<file path="src/rtl/hs_pkg.sv">
// Shared definitions for the valid/ready transmit stage.
//   tx_state_t  : transmit FSM state (IDLE = nothing presented, SEND = byte held on valid/data)
//   DATA_W_DEF  : default data path width
//   byte_t      : convenience byte type
package hs_pkg;

    typedef enum logic {IDLE, SEND} tx_state_t;

    localparam int DATA_W_DEF = 8;

    typedef logic [7:0] byte_t;

endpackage

</file>
<file path="src/rtl/hs_sync_fifo.sv">
// Single-clock FIFO used as the producer-side buffer of hs_tx_stage.
// Ports:
//   clk, rst_n  : clock, asynchronous active-low reset (pointers and level clear)
//   push        : write request; ignored while full
//   push_data   : byte written on an accepted push
//   pop         : read request; ignored while empty
//   head        : entry at the read pointer (valid while !empty)
//   level       : number of stored entries, 0..DEPTH
//   full, empty : occupancy flags derived from level
module hs_sync_fifo #(
    parameter int DATA_W = 8,
    parameter int DEPTH  = 4
) (
    input  logic                     clk,
    input  logic                     rst_n,
    input  logic                     push,
    input  logic [DATA_W-1:0]        push_data,
    input  logic                     pop,
    output logic [DATA_W-1:0]        head,
    output logic [$clog2(DEPTH):0]   level,
    output logic                     full,
    output logic                     empty
);

    localparam int AW = $clog2(DEPTH);
    localparam int LW = AW + 1;

    logic [DATA_W-1:0] mem_q [DEPTH];
    logic [AW-1:0]     wr_ptr_q;
    logic [AW-1:0]     rd_ptr_q;
    logic [LW-1:0]     level_q;
    logic              do_push;
    logic              do_pop;

    assign full    = (level_q == LW'(DEPTH));
    assign empty   = (level_q == '0);
    assign do_push = push && !full;
    assign do_pop  = pop && !empty;
    assign head    = mem_q[rd_ptr_q];
    assign level   = level_q;

    // Storage carries no reset: stale contents are unreachable once the pointers clear.
    always_ff @(posedge clk) begin
        if (do_push) begin
            mem_q[wr_ptr_q] <= push_data;
        end
    end

    // DEPTH is a power of two, so pointer overflow is the modulo wrap.
    always_ff @(posedge clk or negedge rst_n) begin
        if (!rst_n) begin
            wr_ptr_q <= '0;
            rd_ptr_q <= '0;
            level_q  <= '0;
        end else begin
            if (do_push) begin
                wr_ptr_q <= wr_ptr_q + 1'b1;
            end
            if (do_pop) begin
                rd_ptr_q <= rd_ptr_q + 1'b1;
            end
            case ({do_push, do_pop})
                2'b10:   level_q <= level_q + 1'b1;
                2'b01:   level_q <= level_q - 1'b1;
                default: level_q <= level_q;
            endcase
        end
    end

endmodule

</file>
<file path="src/rtl/hs_tx_stage.sv">
// Transmit stage: buffers producer bytes in hs_sync_fifo and presents them one
// at a time on a valid/data/ready handshake, holding valid/data until ready.
// Ports:
//   clk, rst_n          : clock, asynchronous active-low reset
//   in_valid, in_data   : producer offer; accepted when in_ready is high
//   in_ready            : FIFO not full
//   valid, data, ready  : downstream handshake (registered valid/data)
//   level               : FIFO occupancy, not counting the output register
//   tx_count            : completed downstream transfers, wraps at 16 bits
//   timeout_err         : sticky flag, set after TIMEOUT stalled SEND cycles
module hs_tx_stage
    import hs_pkg::*;
#(
    parameter int DATA_W  = DATA_W_DEF,
    parameter int DEPTH   = 4,
    parameter int TIMEOUT = 16
) (
    input  logic                     clk,
    input  logic                     rst_n,
    input  logic                     in_valid,
    input  logic [DATA_W-1:0]        in_data,
    output logic                     in_ready,
    output logic                     valid,
    output logic [DATA_W-1:0]        data,
    input  logic                     ready,
    output logic [$clog2(DEPTH):0]   level,
    output logic [15:0]              tx_count,
    output logic                     timeout_err
);

    localparam int WW = $clog2(TIMEOUT + 1);

    tx_state_t         state_q;
    logic [DATA_W-1:0] data_q;
    logic              valid_q;
    logic [15:0]       tx_count_q;
    logic [WW-1:0]     wait_q;
    logic              err_q;

    logic [DATA_W-1:0] head;
    logic              full;
    logic              empty;
    logic              pop;

    // Load the output register when it is empty (IDLE) or being emptied this
    // cycle by a completed transfer; the latter gives back-to-back bytes.
    assign pop = !empty && ((state_q == IDLE) || ready);

    hs_sync_fifo #(
        .DATA_W (DATA_W),
        .DEPTH  (DEPTH)
    ) u_fifo (
        .clk       (clk),
        .rst_n     (rst_n),
        .push      (in_valid),
        .push_data (in_data),
        .pop       (pop),
        .head      (head),
        .level     (level),
        .full      (full),
        .empty     (empty)
    );

    assign in_ready    = !full;
    assign valid       = valid_q;
    assign data        = data_q;
    assign tx_count    = tx_count_q;
    assign timeout_err = err_q;

    always_ff @(posedge clk or negedge rst_n) begin
        if (!rst_n) begin
            state_q    <= IDLE;
            data_q     <= '0;
            valid_q    <= 1'b0;
            tx_count_q <= '0;
            wait_q     <= '0;
            err_q      <= 1'b0;
        end else begin
            case (state_q)
                IDLE: begin
                    wait_q <= '0;
                    if (!empty) begin
                        data_q  <= head;
                        valid_q <= 1'b1;
                        state_q <= SEND;
                    end
                end
                SEND: begin
                    if (ready) begin
                        tx_count_q <= tx_count_q + 16'd1;
                        wait_q     <= '0;
                        if (!empty) begin
                            data_q <= head;
                        end else begin
                            valid_q <= 1'b0;
                            state_q <= IDLE;
                        end
                    end else begin
                        if (wait_q != WW'(TIMEOUT)) begin
                            wait_q <= wait_q + 1'b1;
                        end
                        // Flag rises on the same edge the stall count reaches TIMEOUT.
                        if (wait_q == WW'(TIMEOUT - 1)) begin
                            err_q <= 1'b1;
                        end
                    end
                end
            endcase
        end
    end

endmodule
</file>
<file path="config.mk">
export PLATFORM = sky130hd
export DESIGN_NAME = hs_tx_stage
export DESIGN_NICKNAME = d
export VERILOG_FILES = /design/src/rtl/hs_pkg.sv /design/src/rtl/hs_sync_fifo.sv /design/src/rtl/hs_tx_stage.sv
export SDC_FILE = /design/constraint.sdc
export NUM_CORES = 1
export LEC_CHECK = 0
export CAP_MARGIN = 30
export CORE_MARGIN = 2
export CORE_UTILIZATION = 54
export DETAILED_ROUTE_END_ITERATION = 6
export HOLD_SLACK_MARGIN = 0.03
export PLACE_DENSITY = 0.86
export SETUP_SLACK_MARGIN = 0.2
export SYNTH_ARGS = -nofsm -noshare
export SYNTH_HDL_FRONTEND = slang
export SYNTH_SLANG_ARGS = --single-unit
</file>
<file path="constraint.sdc">
create_clock -name clk -period 2.17 [get_ports clk]
set_input_delay 0.5425 -clock clk [delete_from_list [all_inputs] [get_ports clk]]
set_output_delay 0.5425 -clock clk [all_outputs]
set_load 0.005 [all_outputs]
</file>
Word-level counts from Yosys, hierarchy flattened
Memory sizes are Yosys's and may differ from the RTL's.
Cells that the tools add are included.
{ "classes": {"n_addsub": 6, "eq_ne": 9, "n_bitwise": 2, "n_reduce_logical": 11, "n_mux": 16} }
{ "op_table": {"columns": ["cell", "count"], "rows": [
  ["16-bit by 1-bit adder with 16-bit output, second input constant", 1],
  ["8-bit two-way mux", 2],
  ["8-bit case mux with 2 select lines", 1],
  ["5-bit two-way mux", 2],
  ["5-bit case mux with 2 select lines", 1],
  ["1-bit two-way mux", 7],
  ["3-bit case mux with 2 select lines", 1],
  ["3-bit AND reduction", 2],
  ["5-bit by 1-bit adder with 5-bit output, second input constant", 1],
  ["5-bit by 4-bit == test with 1-bit output, second input constant", 1],
  ["5-bit != test, second input constant", 1],
  ["2-bit by 1-bit adder with 2-bit output, second input constant", 2],
  ["2-bit != test, second input constant", 2],
  ["1-bit case mux with 2 select lines", 2],
  ["3-bit by 1-bit adder with 3-bit output, second input constant", 1],
  ["3-bit == test, second input constant", 1],
  ["1-bit logical AND", 3],
  ["3-bit zero test", 1],
  ["3-bit by 2-bit != test with 1-bit output, second input constant", 1],
  ["3-bit by 1-bit subtractor with 3-bit output, second input constant", 1],
  ["2-bit by 1-bit == test with 1-bit output, second input constant", 1],
  ["2-bit == test, second input constant", 1],
  ["1-bit zero test", 2],
  ["2-bit by 1-bit != test with 1-bit output, second input constant", 1],
  ["4 further kinds", 5]
]} }
{ "word_totals": {"out_inout_bits": 30, "inputBits": 12, "elab_cells": 54, "ram_bits": 32, "ff_bits": 39, "n_memories": 1} }
{ "memory_table": {"columns": ["memory", "depth", "word_bits", "read_ports", "rd_ports_with_merged_regs", "write_ports", "line", "source"], "rows": [
  ["u_fifo.mem_q", 4, 8, 1, 0, 1, "hs_sync_fifo.sv:28", "logic [DATA_W-1:0] mem_q [DEPTH];"]
]} }

Logic depth before layout (Yosys ltp)
Gate-level depths: netlist of run 1.
{ "depth": {"word_depth": 6, "ltp_mapped": 10, "ltp_nobuf": 10} }

Cells and area by module
A second synthesis of run 1 with hierarchy kept.
{ "unflattened": {"cells_unflattened": 191, "area_unflattened_um2": 2982.9} }
{ "by_module_without_submodules": {"columns": ["module", "n_inst", "seq_area_each_um2", "area_each_um2", "cells_each"], "rows": [
  ["hs_sync_fifo", 1, 1136.1, 1584.0, 80],
  ["hs_tx_stage", 1, 800.8, 1398.8, 111]
]} }

Least setup slack after synthesis of run 1
Ideal clock, no wire load.
{ "synth_timing": {"kind": "in2reg", "start": "input ready", "end": "register u_fifo.level_q[2], in the netlist u_fifo.level[2]", "n_path_buf": 1, "setup_time_ps": 79, "slack_ps": 174, "required_ps": 2091, "t_arrival_ps": 1917, "stages": 9, "cell_sequence": "nor2b_1 > nor2_1 > buf_2 > ha_1 > inv_1 > fa_1 > xor2_1 > nor2_1 > xor2_1"} }
{ "synth_between": {"elab_chain_len": 5, "word_cells_on_any_way": 7, "classes_between": "eq/ne (2); mux (1); reduce/logical (4)"} }
{ "synth_rtl": {"columns": ["item", "line", "source"], "rows": [
  ["start: declaration", "hs_tx_stage.sv:25", "input logic ready,"],
  ["1-bit logical OR (*)", "hs_tx_stage.sv:47", "assign pop = !empty && ((state_q == IDLE) || ready);"],
  ["1-bit logical AND (*)", "hs_tx_stage.sv:47", null],
  ["via pop", "hs_tx_stage.sv:43", "logic pop;"],
  ["1-bit logical AND (*)", "hs_sync_fifo.sv:38", "assign do_pop = pop && !empty;"],
  ["2-bit by 1-bit == test with 1-bit output or 2-bit == test (tied branches)", "hs_sync_fifo.sv:62", "case ({do_push, do_pop})"],
  ["3-bit case mux with 2 select lines or 2-bit nonzero test (tied branches)", null, null],
  ["end signal: assignment", "hs_sync_fifo.sv:63", "2'b10: level_q <= level_q + 1'b1;"],
  ["end signal: assignment", "hs_sync_fifo.sv:64", "2'b01: level_q <= level_q - 1'b1;"],
  ["end signal: assignment", "hs_sync_fifo.sv:65", "default: level_q <= level_q;"],
  ["end: declaration", "hs_sync_fifo.sv:31", "logic [LW-1:0] level_q;"]
]} }
Mark *: on every way through the listed nets, which the timed path passes. The rest lies on a longest branch.
A chain may end at the register's enable or synchronous reset.

Worst setup path in the final report of run 1
{ "layout_timing": {"start": "register u_fifo.level_q[1], in the netlist u_fifo.level[1]", "end": "output level[1]"} }
{ "layout_rtl": {"columns": ["item", "line", "source"], "rows": [
  ["end: declaration", "hs_tx_stage.sv:26", "output logic [$clog2(DEPTH):0] level,"]
]} }
No word-level cell between the ends.

==> run summary, run 1 <==
=====================================================================================
Number of synthesized register bits                                                71
# clock sinks                                                                      71
Setup repair after global routing missed its margin                               yes
Clock group share of total power                                                0.191
Met1 Use GR                                                                     0.254
Floorplan Core Area                                                      0.00517 mm^2
Effective utilization at floorplan                                              0.567
Critical Path Sink                                                           level[1]
Post-detailed-route wirelength per cell                                       15.9 um
Peak-usage layer in the global routing report                                    met2
Proportion of power drawn by flip-flops and latches                             0.462
Cell types occupying the most area after synthesis                       sky130_fd_sc_hd__dfrtp_1 (33%), sky130_fd_sc_hd__edfxtp_1 (33%), sky130_fd_sc_hd__mux4_2 (6.1%)
Number of design rule violations left after detail routing                          0
Final max-slew violation count                                                      0
Number of buffers inserted by port buffering                                       41
Overall overflow remaining after global route                                       0
DR vias                                                                         1,680
Placer congestion estimate                                                      0.729
Vias per Instance                                                                5.17
Final ANT Viol Nets                                                                 0
Number of standard cells in the final layout excluding fillers                    325
CP startpoint                                                            u_fifo.level[1]
Std-Cell Rows                                                                      26
Number of stages on the worst setup path                                            2
Startpoint types                                                            flip-flop
Met3 usage in global routing                                                   0.0570
Die Footprint                                                            0.00603 mm^2
Max_cap viols                                                                       0
Switching component of the power                                              1.36 mW
Number of instances in the synthesized netlist                                    186
CP Data Arrival Time                                                          1.38 ns
Global-route wire length before repair                                        8490 um
Switching part of the total                                                     0.303
Proportion of synthesized chip area in sequential cells                         0.661
Cell depth of the worst flop-to-flop path                                           7
Type of the worst min-delay path                                          in -> async
Die height                                                                    77.7 um
Origin of the critical flop-to-flop path                                 u_fifo.level[1]
Cell count after placement                                                        303
Average footprint of a synthesized cell                                     15.8 um^2
Slew at the pin closest to its max-slew limit                                0.627 ns
Comb pwr share                                                                  0.347
Status                                                                      completed
Reg2reg end                                                              u_fifo.level[1]
Minimum period implied by the final worst setup slack                         1.92 ns
Synthesis Warnings                                                                  0
Share of Yosys cell area claimed by the top area cell type                      0.333
Final Power                                                                   4.48 mW
Crit path max-delay family                                               buffers and inverters
Nets                                                                              272
Most frequent standard cell in the layout excluding fill and tap cells   sky130_fd_sc_hd__dfrtp_1
Total length of routed wires                                                  5180 um
Horizontal extent of the die                                                  77.7 um
Number of detailed-routing iterations run before antenna repair                     4
Cell-by-cell trace of the critical path                                  buf_4, clkdlybuf4s50_1
Most frequent cells in the layout                                        sky130_fd_sc_hd__dfrtp_1 (38), sky130_fd_sc_hd__clkdlybuf4s50_1 (37), sky130_fd_sc_hd__edfxtp_1 (32)
Clock-pin slew on the worst setup and hold paths                              0.07 ns
Number of H-tree levels                                                             3
Mapped Nets                                                                       208
Setup slack, reg-to-reg                                                       0.32 ns
Cell type with the largest total area after synthesis                    sky130_fd_sc_hd__dfrtp_1
Drt initial violations                                                            159
Synth cell types                                                                   31
Crit end category                                                        primary output
GRT Util Overall                                                                0.191
P per Cell Area                                                          1210 mW/mm^2
Area of the mapped netlist                                               0.00293 mm^2
CTS Root Buffer Type                                                     sky130_fd_sc_hd__clkbuf_8
Vias in the first global route                                                  1,697
Peak VDD IR                                                                0.000699 V
Required time of the critical path                                            1.63 ns
Ports                                                                              42
Delay of the slowest cell on the worst path                                   0.50 ns
Bufs and invs on worst path                                                         2
Static Leakage                                                                1.50 nW
Inserted Diodes                                                                     0
Clock tree from TritonCTS                                                        done
Critical-path cell with the highest stage delay                          sky130_fd_sc_hd__clkdlybuf4s50_1
Met2 Track Usage GR                                                             0.296
Largest net degree at the start of global routing                                  40
TritonCTS buffer count                                                              9
Pint                                                                          3.13 mW
Clock tree buffer depth                                                             2
Post-DP HPWL                                                                  3370 um
Number of antenna violations at the first check in global routing                   0
Maximum clock frequency                                                       521 MHz
Setup-violating endpoint count in the final report                                  0
Area Overhead vs Synth                                                          26.5%
Final Hold Viols                                                                    0
Insertion delay to the later sink of the worst-skew pair                      0.34 ns
Critical setup path kind                                                   reg -> out
Ratio of cells with drive above 1 in the final layout                           0.243
Maximum fanout encountered on the critical timing path                              3
Number of inserted filler cells in the final layout                               347
Clock Skew                                                                 0.00628 ns
Final worst path period share                                                   0.885
Worst max-slew margin expressed relative to the limit                           0.579
=====================================================================================
==> flip-flops by register name, indices dropped and copies added, names as in the netlist <==
register	flops
data	8
state_q	1
timeout_err	1
tx_count	16
u_fifo.level	3
u_fifo.mem_q	32
u_fifo.rd_ptr_q	2
u_fifo.wr_ptr_q	2
valid	1
wait_q	5
==> routing by layer <==
| layer | wire [um] | vias up |
|---|---|---|
| met2 | 2590 | 42 |
| met4 | 118 | 0 |
| met1 | 2220 | 835 |
| met5 | 0 | - |
| met3 | 248 | 8 |
| li1 | - | 795 |
==> Yosys cell counts <==
cell type and instances:
sky130_fd_sc_hd__and4_1 2, sky130_fd_sc_hd__and2_1 2, sky130_fd_sc_hd__buf_6 1, sky130_fd_sc_hd__nor2_1 6
sky130_fd_sc_hd__inv_1 10, sky130_fd_sc_hd__and3_4 1, sky130_fd_sc_hd__nor3_4 1, sky130_fd_sc_hd__ha_1 9
sky130_fd_sc_hd__nand4_1 2, sky130_fd_sc_hd__xor2_1 7, sky130_fd_sc_hd__nand2b_1 1, sky130_fd_sc_hd__nor3_2 1
sky130_fd_sc_hd__mux2_2 10, sky130_fd_sc_hd__nand3_1 9, sky130_fd_sc_hd__dfrtp_1 39, sky130_fd_sc_hd__nor2b_1 1
sky130_fd_sc_hd__buf_2 1, sky130_fd_sc_hd__nor3_1 2, sky130_fd_sc_hd__and3_1 5, sky130_fd_sc_hd__and4_4 2
sky130_fd_sc_hd__mux2i_1 1, sky130_fd_sc_hd__xnor2_1 16, sky130_fd_sc_hd__xor2_2 1, sky130_fd_sc_hd__nand2_1 10
sky130_fd_sc_hd__o21ai_0 2, sky130_fd_sc_hd__edfxtp_1 32, sky130_fd_sc_hd__clkbuf_1 1, sky130_fd_sc_hd__fa_1 1
sky130_fd_sc_hd__a21o_1 1, sky130_fd_sc_hd__a21oi_1 1, sky130_fd_sc_hd__mux4_2 8
==> how the worst min path moves through the flow <==
stage                             from      endpoint  slack (ns)
final                            rst_n       data[6]        0.25
after global routing             rst_n       data[6]        0.28
after CTS                        rst_n       data[6]        0.25
after detailed placement  tx_count[15]  tx_count[15]        0.46
after global placement     timeout_err   timeout_err        0.46
after floorplan                  rst_n       data[0]        0.25
==> cell type report <==
class	count	area, um^2	share of cell area
Sequential cell	71	1940	0.523
Multi-Input combinational cell	102	966	0.261
Timing Repair Buffer	56	522	0.141
Clock inverter	5	25.0	0.00675
Inverter	10	37.5	0.0101
Tap cell	70	87.6	0.0236
Clock buffer	11	131	0.0354
==> cells by family (layout without fill, tap and decap cells) <==
logic type | Yosys count | in the layout | share of synthesized area
XOR/XNOR | 24 | 24 | 0.0743
adder cells (fa/ha/maj) | 10 | 10 | 0.0452
buffers and inverters | 13 | 82 | 0.0196
AO/OA/AOI/OAI | 4 | 4 | 0.00768
AND/OR/NAND/NOR | 45 | 45 | 0.0892
flip-flops | 71 | 71 | 0.661
multiplexers | 19 | 19 | 0.103
==> timing repair <==
item | CTS | global route
buffers inserted | 2 | 4
pin swaps | 4 | 4
resized for setup | 7 | 7
setup endpoints to repair | 2 | 3
hold buffers | 0 | 0
==> worst reg2reg max path: cells and delay by family, from the launching register on <==
kind,cells,cell delay [ns]
AO/OA/AOI/OAI,1,0.19
adder cells (fa/ha/maj),2,0.61
buffers and inverters,2,0.23
flip-flops,1,0.41
AND/OR/NAND/NOR,2,0.34
==> power groups by stage <==
| stage | Combinational, mW | Clock (mW) | Sequential, mW |
|---|---|---|---|
| 3_5_place_dp | 1.43 | 0 | 2.09 |
| 4_1_cts | 1.49 | 0.879 | 2.07 |
| 3_3_place_gp | 1.38 | 0 | 2.07 |
| 2_1_floorplan | 0.855 | 0 | 2.01 |
| 5_1_grt | 1.70 | 0.949 | 2.12 |
| 6_report | 1.55 | 0.858 | 2.07 |
==> metrics by stage <==
stage | cell area (um^2) | setup WS (ns) | setup TNS [ns] | util | hold slack (ns)
2_1_floorplan | 2940 | 0.218 | 0 | - | 0.247
3_3_place_gp | 3470 | -0.170 | -0.170 | 0.672 | 0.456
3_5_place_dp | 3470 | -0.227 | -0.309 | 0.672 | 0.463
4_1_cts | 3660 | 0.183 | 0 | 0.707 | 0.255
5_1_grt | 3710 | 0.183 | 0 | 0.717 | 0.276
6_report | 3710 | 0.250 | 0 | 0.717 | 0.245
Note: power is estimated with default switching activity, not from simulation.
==> run 2: changes to the inputs <==
CTS_CLUSTER_DIAMETER = 40   (was not set)
SKIP_LAST_GASP = 1   (was not set)
SLEW_MARGIN = 5   (was not set)
==> results of run 2 <==
The final DEF is identical to that of run 1; final timing and power are the same.
